File: config.mk
export PLATFORM = sky130hd
export DESIGN_NAME = sat_node_stack
export DESIGN_NICKNAME = d
export VERILOG_FILES = /design/src/rtl/sat_node_stack.sv
export SDC_FILE = /design/constraint.sdc
export NUM_CORES = 1
export LEC_CHECK = 0
export CAP_MARGIN = 20
export CORE_ASPECT_RATIO = 0.6
export CORE_MARGIN = 2
export CORE_UTILIZATION = 35
export CTS_CLUSTER_SIZE = 10
export DETAILED_ROUTE_END_ITERATION = 7
export MAX_ROUTING_LAYER = met4
export SLEW_MARGIN = 10
export SYNTH_ARGS = -nofsm -noshare
export SYNTH_HDL_FRONTEND = slang
export SYNTH_SLANG_ARGS = --single-unit
export TNS_END_PERCENT = 20
File: constraint.sdc
create_clock -name clk -period 11.47 [get_ports clk]
set_clock_uncertainty 0.15 [all_clocks]
set_input_delay 3.441 -clock clk [delete_from_list [all_inputs] [get_ports clk]]
set_output_delay 3.441 -clock clk [all_outputs]
set_load 0.01 [all_outputs]
File: src/rtl/sat_node_stack.sv
// rtl/sat_node_stack.sv - DPLL-style SAT search node with a decision stack and fork/abort messaging
module sat_node_stack #(
   parameter int VAR_W       = 8,
   parameter int K           = 3,
   parameter int NUM_CLAUSES = 16,
   parameter int NUM_VARS    = 16,
   parameter int STACK_DEPTH = 16,
   localparam int CW = (NUM_CLAUSES > 1) ? $clog2(NUM_CLAUSES) : 1,
   localparam int DW = $clog2(STACK_DEPTH + 1)
) (
   input  logic             clk,
   input  logic             rst_n,
   input  logic             in_valid,
   output logic             in_ready,
   input  logic [1:0]       in_msg_type,
   input  logic [VAR_W-1:0] in_var,
   input  logic [K-1:0]     in_mask,
   output logic             out_valid,
   input  logic             out_ready,
   output logic [1:0]       out_msg_type,
   output logic [VAR_W-1:0] out_var,
   output logic [K-1:0]     out_mask,
   input  logic             peer_idle,
   output logic [VAR_W-1:0] cur_var,
   output logic             cur_pol,
   output logic [CW-1:0]    clause_idx,
   output logic [DW-1:0]    depth,
   output logic             node_busy,
   output logic             sat_found,
   output logic             unsat_found,
   output logic             overflow
);

   localparam int SW = (STACK_DEPTH > 1) ? $clog2(STACK_DEPTH) : 1;

   localparam logic [1:0] MSG_NONE  = 2'b00;
   localparam logic [1:0] MSG_FORK  = 2'b01;
   localparam logic [1:0] MSG_SUB   = 2'b10;
   localparam logic [1:0] MSG_ABORT = 2'b11;

   typedef enum logic [2:0] {IDLE, EVAL, DECIDE, OFFER, BACKTRACK, DONE} state_t;

   state_t                 state;
   logic [VAR_W-1:0]       var_stk [STACK_DEPTH];
   logic [STACK_DEPTH-1:0] pol_stk;
   logic [STACK_DEPTH-1:0] bd_stk;

   logic [DW-1:0]    depth_m1;
   logic [SW-1:0]    top_idx;
   logic [SW-1:0]    push_idx;
   logic             top_bd;
   logic             in_fire;
   logic             abort_acc;
   logic             last_var;
   logic             full;
   logic             push_en;
   logic             push_pol;
   logic             push_bd;
   logic [VAR_W-1:0] push_var;
   logic [K-1:0]     offer_mask;

   assign depth_m1 = depth - DW'(1);
   assign top_idx  = depth_m1[SW-1:0];
   assign push_idx = depth[SW-1:0];

   // Empty stack reads as zero so the status outputs match their reset values.
   assign cur_var = (depth == '0) ? '0 : var_stk[top_idx];
   assign cur_pol = (depth != '0) && pol_stk[top_idx];
   assign top_bd  = (depth != '0) && bd_stk[top_idx];

   assign in_ready  = (state == IDLE) || (state == EVAL) || (in_msg_type == MSG_ABORT);
   assign in_fire   = in_valid && in_ready;
   assign abort_acc = in_valid && (in_msg_type == MSG_ABORT);
   assign node_busy = (state != IDLE) && (state != DONE);
   assign last_var  = (cur_var == VAR_W'(NUM_VARS - 1));
   assign full      = (depth == DW'(STACK_DEPTH));

   always_comb begin
      offer_mask    = '0;
      offer_mask[0] = ~cur_pol;
      offer_mask[1] = 1'b1;
   end

   // All pushes share one write port; the source decides var/pol/both_done.
   always_comb begin
      push_en  = 1'b0;
      push_var = cur_var + VAR_W'(1);
      push_pol = 1'b0;
      push_bd  = 1'b0;
      if (!abort_acc) begin
         case (state)
            IDLE: begin
               if (in_fire && (in_msg_type == MSG_FORK)) begin
                  push_en  = 1'b1;
                  push_var = in_var;
                  push_pol = in_mask[0];
                  push_bd  = in_mask[1];
               end
            end
            DECIDE:  push_en = !last_var && !peer_idle;
            OFFER:   push_en = out_ready;
            default: push_en = 1'b0;
         endcase
      end
   end

   always_ff @(posedge clk) begin
      if (!rst_n) begin
         state        <= IDLE;
         depth        <= '0;
         clause_idx   <= '0;
         out_valid    <= 1'b0;
         out_msg_type <= MSG_NONE;
         out_var      <= '0;
         out_mask     <= '0;
         sat_found    <= 1'b0;
         unsat_found  <= 1'b0;
         overflow     <= 1'b0;
      end else if (abort_acc) begin
         state        <= IDLE;
         depth        <= '0;
         clause_idx   <= '0;
         out_valid    <= 1'b0;
         out_msg_type <= MSG_NONE;
         sat_found    <= 1'b0;
         unsat_found  <= 1'b0;
         overflow     <= 1'b0;
      end else begin
         case (state)
            EVAL: begin
               if (in_fire && (in_msg_type == MSG_SUB)) begin
                  if (&in_mask) begin
                     state <= BACKTRACK;
                  end else if (clause_idx == CW'(NUM_CLAUSES - 1)) begin
                     clause_idx <= '0;
                     state      <= DECIDE;
                  end else begin
                     clause_idx <= clause_idx + CW'(1);
                  end
               end
            end
            DECIDE: begin
               if (last_var) begin
                  sat_found <= 1'b1;
                  state     <= DONE;
               end else if (peer_idle) begin
                  // Hand the opposite polarity to the neighbour; this branch is then fully owned.
                  state            <= OFFER;
                  out_valid        <= 1'b1;
                  out_msg_type     <= MSG_FORK;
                  out_var          <= cur_var;
                  out_mask         <= offer_mask;
                  bd_stk[top_idx]  <= 1'b1;
               end
            end
            OFFER: begin
               if (out_ready) begin
                  out_valid    <= 1'b0;
                  out_msg_type <= MSG_NONE;
               end
            end
            BACKTRACK: begin
               if (depth == '0) begin
                  unsat_found <= 1'b1;
                  state       <= DONE;
               end else if (top_bd) begin
                  depth <= depth_m1;
                  if (depth == DW'(1)) begin
                     unsat_found <= 1'b1;
                     state       <= DONE;
                  end
               end else begin
                  pol_stk[top_idx] <= ~pol_stk[top_idx];
                  bd_stk[top_idx]  <= 1'b1;
                  clause_idx       <= '0;
                  state            <= EVAL;
               end
            end
            default: ;
         endcase

         if (push_en) begin
            if (full) begin
               overflow <= 1'b1;
               state    <= DONE;
            end else begin
               var_stk[push_idx] <= push_var;
               pol_stk[push_idx] <= push_pol;
               bd_stk[push_idx]  <= push_bd;
               depth             <= depth + DW'(1);
               clause_idx        <= '0;
               state             <= EVAL;
            end
         end
      end
   end

endmodule

==> qor.yml, run 1 <==
outcome:
  status: "completed"
floorplan:
  io_pins: 55
  initial_core_util_pct: 35.57
  core_mm2: 0.02528
  die_w_um: 210.9
  die_area_mm2: 0.02703
  fp-row-count: 45
  die_h_um: 128.2
sta:
  setup-violations-final: 0
  setup_tns_ns: 0
  period_needed_ns: 8.879
  drv_slew: 0
  rsz0062_at_grt: "no"
  period_share_pct: 77.41
  maxSlewHeadroom_pct: 23.68
  hold_viol_final: 0
  tightest_slew_ns: 1.134
  fmax_mhz: 112.6
placement:
  port_buffers: 52
  dp_hpwl_mm: 16.33
  place_congestion: 0.8565
layout:
  final_cell_mix: "160 x edfxtp_1, 52 x clkdlybuf4s50_1, 50 x mux2i_1"
  area.growth.synth_to_final_pct: 15.08
  finalNetCount: 713
  mostFrequentLayoutCell: "edfxtp_1"
  n_antenna_cell: 0
  drive_gt1_share_pct: 15.88
global_routing:
  grt_max_degree: 52
  top_usage_layer: "met1"
  gr-total-overflow: 0
  met2_usage_pct: 23.10
  globalRouteMet1Util_pct: 28.02
  grtUsageTotal_pct: 18.21
  grt_use_met3_pct: 5.267
  grt_pass1_vias: 5605
  grt_pass1_wl_mm: 35.25
  antenna_found_initial: 0
routing:
  wire_per_inst_um: 22.79
  firstDrtPassIters: 6
  viasPerCell: 5.856
  drt_iter0_markers: 827
  drc_errors: 0
  wirelength_mm: 23.43
  ant_nets: 0
  vias: 6020
synth:
  synth_edf_count: 160
  synth-async-reset-ratio_pct: 0
  synthCells: 647
  ys_types: 66
  synth_area_mm2: 0.008991
  ys_seq_area_share_pct: 59.23
  avgSynthCellArea_um2: 13.90
  synth_warnings: 0
  synth-seq-cells: 186
  synthFlopType: "edfxtp_1"
critical_path:
  critPathCaptureType: "primary output"
  cp-start-kind: "flop"
  cp_top_family: "buffers and inverters"
  crit_chain: "buf_4 -> inv_1 -> ha_1 -> buf_4 -> mux4_2 -> nor2_1 -> nor4_1 -> and2_1 -> clkdlybuf4s50_1"
  critPathRequiredTime_ns: 7.88
  critPathKind: "reg -> out"
  r2r_end: "var_stk[6][3]"
  r2r_slack_ns: 4.77
  crit_buf_inv: 4
  crit_path_frequent_cell: "buf_4"
  timing.rr.start: "depth[0]"
  crit_path_max_incr_delay_ns: 0.98
  r2r_cells: 14
  worstPathMaxFanout: 51
  cp.arrival_ns: 5.29
  cp_slowest_cell: "nor4_1"
cts:
  cts_hold_buf: 0
  htreeDepth: 4
  cts-root-buf: "clkbuf_16"
  ctsLongestPathBuffers: 2
  worst_skew_pair.late_latency_ns: 0.44
  cts.clk_slew.worst_paths_ns: 0.06
  cts_tree: "done"
  cts_resized: 0
  cts_sinks: 186
  cts_buffers: 17
  cts_setup_buffers: 0
hold_path:
  holdCritStartpoint: "out_var[3]"
  hold_end: "out_var[3]"
  holdPathStages: 2
  hold_path.class: "reg -> reg"
power:
  peakVddDrop_v: 0.00008749
  cellLeakagePower_nw: 3.568
  p_total_mw: 2.017
  power_density_mw_per_mm2: 194.9
job:
  drv_cap: 0
## metrics by stage
step / std cells / area (um2) / setup slack (ns) / hold WS, ns / utilization [%]
finish: 1028 / 10350 / 2.591 / 0.3073 / 40.93
CTS: 1027 / 10340 / 2.604 / 0.3089 / 40.90
global route: 1028 / 10350 / 2.330 / 0.3404 / 40.93
floorplan: 648 / 8995 / 3.651 / 0.3226 / -
global placement: 995 / 9766 / 3.147 / 0.2894 / 38.63
detailed placement: 995 / 9766 / 3.079 / 0.3001 / 38.63
## registers in the layout, summed over array words and instances, names as in the netlist
signal,count
pol_stk,16
bd_stk,16
sat_found,1
var_stk,128
out_msg_type,1
state,3
depth,5
clause_idx,4
overflow,1
out_var,8
unsat_found,1
out_mask,2
## worst min-delay path, stage by stage (launching register included)
cell and delay, ns:
dfxtp_1 0.31, nand2_1 0.05, o21ai_1 0.05
## how the worst max path moves through the flow
stage             start  cells past startpoint  slack [ns]    endpoint
3_3_place_gp   depth[0]                      9        3.15  cur_var[6]
4_1_cts        depth[0]                      9        2.60  cur_var[6]
2_1_floorplan  depth[0]                     16        3.65     cur_pol
6_report       depth[0]                      9        2.59  cur_var[6]
5_1_grt        depth[0]                      9        2.33  cur_var[6]
3_5_place_dp   depth[0]                      9        3.08  cur_var[6]
## final cells by class
type,count,area (um2)
Inverter,12,45.04
Tap cell,329,411.6
Sequential cell,186,5326
Multi-Input combinational cell,402,3357
Clock buffer,18,429.2
Timing Repair Buffer,67,633.1
Fill cell,2283,14930
Clock inverter,14,145.1
## power breakdown
part           switching (mW)  total, mW  internal, mW
clock                   0.262      0.584         0.322
combinational           0.383      0.612         0.229
sequential             0.0205      0.820         0.799
## cell families (layout without fill, tap and decap cells)
logic type / after synthesis / after routing / synth area share [%]
mux: 98 / 98 / 16.84
xor+xnor: 10 / 10 / 0.9741
flops: 186 / 186 / 59.23
other cells: 1 / 2 / 0.04171
compound gates: 105 / 105 / 7.807
fa+ha+maj: 9 / 9 / 1.252
buf+inv: 60 / 111 / 3.535
simple gates: 178 / 178 / 10.33
## layer usage
metal  vias up  part of all wire [%]
li1       2603                     -
met1      3044                    48
met2       356                    40
met3        17                    11
met4         0                   1.0
met5         -                     0
## synth_stat cells, types with 8 or more instances
cell,count,area (um2)
clkbuf_1,23,86.33
ha_1,9,112.6
o21ai_0,11,55.05
mux2i_1,50,500.5
buf_4,12,90.09
inv_1,12,45.04
edfxtp_1,160,4805
o21ai_1,9,45.04
a21o_1,8,60.06
dfxtp_1,26,520.5
mux4_2,42,945.9
a21oi_1,15,75.07
a31oi_1,26,162.7
nor2_1,43,161.4
nand3_1,47,235.2
nand2_1,42,157.7
(Power assumes the default switching activity.)
==> run 2: changes to the inputs <==
- clock period: 11.47 -> 8.9 ns (I/O delays scaled with it)
==> run 2 against run 1 <==
Net effect:
- register-to-register slack got worse by 1.6 ns
- first-iteration DRC count up 1.3%
- die area unchanged
- cell area about the same
- via count is 1.7% lower
- final cell count fell by 0.19%
- combinational power is 28% higher
- non-clock buffer count decreased by 2
- global-route usage decreased by 0.099 points
- clock power is 30% higher
- sequential cell count did not move
- largest power group unchanged
==> qor.yml, run 2 (same netlist as run 1, synthesis figures left out) <==
critical_path:
  critPathCaptureType: "primary output"
  crit_path_max_incr_delay_ns: 1.03  # +0.05 ns
  cp_top_family: "simple AND/OR/NAND/NOR gates"
  crit_chain: "inv_1 -> ha_1 -> buf_4 -> mux4_2 -> a21oi_1 -> nor4_1 -> and2_1 -> clkdlybuf4s50_1"
  cp.arrival_ns: 4.53  # -0.76 ns
  critPathKind: "reg -> out"
  worstPathMaxFanout: 23  # -55%
  cp-start-kind: "flop"
  crit_buf_inv: 3  # -1
  cp_slowest_cell: "ha_1"
  critPathRequiredTime_ns: 6.08  # -1.80 ns
sta:
  drv_slew: 0  # unchanged
  tightest_slew_ns: 1.077  # -0.05733 ns
  rsz0062_at_grt: "no"
  setup_tns_ns: 0  # unchanged
  fmax_mhz: 136.1
  hold_viol_final: 0  # unchanged
  period_share_pct: 82.58
  period_needed_ns: 7.350
  maxSlewHeadroom_pct: 28.20  # +4.5 points
  setup-violations-final: 0  # unchanged
cts:
  cts-root-buf: "clkbuf_16"
  ctsLongestPathBuffers: 2  # unchanged
  cts_resized: 0  # unchanged
  cts_tree: "done"
  cts_buffers: 17  # unchanged
  cts_hold_buf: 0  # unchanged
  htreeDepth: 4  # unchanged
  cts_setup_buffers: 0  # unchanged
  worst_skew_pair.late_latency_ns: 0.44  # about the same
  cts_sinks: 186  # unchanged
  cts.clk_slew.worst_paths_ns: 0.07  # about the same
placement:
  port_buffers: 52  # unchanged
  dp_hpwl_mm: 16.07  # -1.6%
  place_congestion: 0.8802  # +2.8%
  placed_area_mm2: 0.009751  # -0.15%
power:
  combinationalPowerShare_pct: 30.2  # -0.2 points
  cellLeakagePower_nw: 3.556  # -0.36%
  power_density_mw_per_mm2: 251.2  # +29%
  pwr-share-clk_pct: 29.2  # +0.2 points
  netSwitchingFraction_pct: 33.79  # +0.76 points
  pwr-share-seq_pct: 40.7  # about the same
  p_sw_mw: 0.8777  # +32%
  intPower_mw: 1.720  # +27%
  p_total_mw: 2.598  # +29%
  peakVddDrop_v: 0.0001267  # +45%
floorplan:
  die_h_um: 128.2  # unchanged
  die_w_um: 210.9  # unchanged
  fp-row-count: 45  # unchanged
  io_pins: 55  # unchanged
  die_area_mm2: 0.02703  # unchanged
  core_mm2: 0.02528  # unchanged
  initial_core_util_pct: 35.57  # unchanged
routing:
  wirelength_mm: 23.28  # -0.63%
  ant_nets: 0  # unchanged
  firstDrtPassIters: 6  # unchanged
  wire_per_inst_um: 22.69  # -0.44%
  vias: 5915  # -1.7%
  drt_iter0_markers: 838  # +1.3%
  drc_errors: 0  # unchanged
  viasPerCell: 5.765  # -1.6%
global_routing:
  top_usage_layer: "met1"
  globalRouteMet1Util_pct: 28.40  # +0.39 points
  antenna_found_initial: 0  # unchanged
  met2_usage_pct: 23.35  # +0.25 points
  grtUsageTotal_pct: 18.11  # -0.099 points
  gr-total-overflow: 0  # unchanged
  grt_use_met3_pct: 3.650  # -1.6 points
  grt_pass1_wl_mm: 35.08  # -0.49%
  grt_pass1_vias: 5583  # -0.39%
  grt_max_degree: 51  # -1.9%
layout:
  n_antenna_cell: 0  # unchanged
  regMostFlops: "var_stk"
  area.growth.synth_to_final_pct: 15.03  # about the same
  largest_reg_flops: 128  # unchanged
  top_regs: "var_stk x128, bd_stk x16, pol_stk x16"
  multi_input_area_mm2: 0.003357  # unchanged
  fill_cells: 2283  # unchanged
  finalNetCount: 711  # -0.28%
  seq_area_mm2: 0.005326  # unchanged
  final_cell_mix: "160 x edfxtp_1, 52 x clkdlybuf4s50_1, 50 x mux2i_1"
  final_area_mm2: 0.01034  # about the same
  drive_gt1_share_pct: 16.07  # +0.19 points
  mostFrequentLayoutCell: "edfxtp_1"
job:
  drv_cap: 0  # unchanged
hold_path:
  hold_path.class: "reg -> reg"
outcome:
  status: "completed"
-- run 2: cell types whose count changed in the layout (fill, tap and decap cells not counted), moves of 2 or more --
cell / previous run / this run
buf_4: 15 / 13
clkinv_1: 2 / 0
clkinvlp_4: 1 / 4
inv_8: 1 / 3
-- run 2: worst min-delay path: stages (launching register included) --
cell,delay (ns)
dfxtp_1,0.31
nand2_1,0.05
o21ai_1,0.05
-- run 2: area by class of cell --
cell class | count | area share [%]
flip-flops and latches | 186 | 51.50
multi-input cells | 402 | 32.46
repair buffers | 65 | 5.976
clock buffers | 17 | 4.113
well taps | 329 | 3.980
clock inverters | 15 | 1.536
inverters | 12 | 0.4355
-- run 2: per-stage QoR --
step                cells  utilization [%]  hold WS (ns)  worst slack (ns)
floorplan             648                -        0.3226             1.852
global placement      993            38.57        0.2910             2.166
detailed placement    993            38.57        0.2905             2.082
CTS                  1025            40.88        0.3002             1.589
global route         1026            40.91        0.3171             1.318
finish               1026            40.91        0.2976             1.550
-- run 2: worst paths after layout --
path	slack [ns]	cells after the start	from	end
setup reg to reg	3.12	12	depth[1]	var_stk[10][4]
setup / recovery	1.55	8	depth[1]	cur_var[6]
hold reg to reg	0.30	2	out_var[5]	out_var[5]
hold / removal	0.30	2	out_var[5]	out_var[5]
-- run 2: power by group through the flow --
stage | registers (mW) | clock network [mW] | logic (mW)
floorplan | 1.06 | 0 | 0.538
global placement | 1.07 | 0 | 0.761
detailed placement | 1.08 | 0 | 0.772
CTS | 1.06 | 0.766 | 0.775
global route | 1.06 | 0.800 | 0.838
finish | 1.06 | 0.757 | 0.784
-- run 2: layer usage --
layer | up-vias | wire, um
met1 | 2991 | 11650
met4 | 0 | 257
met5 | - | 0
met2 | 303 | 9333
met3 | 18 | 2038
li1 | 2603 | -
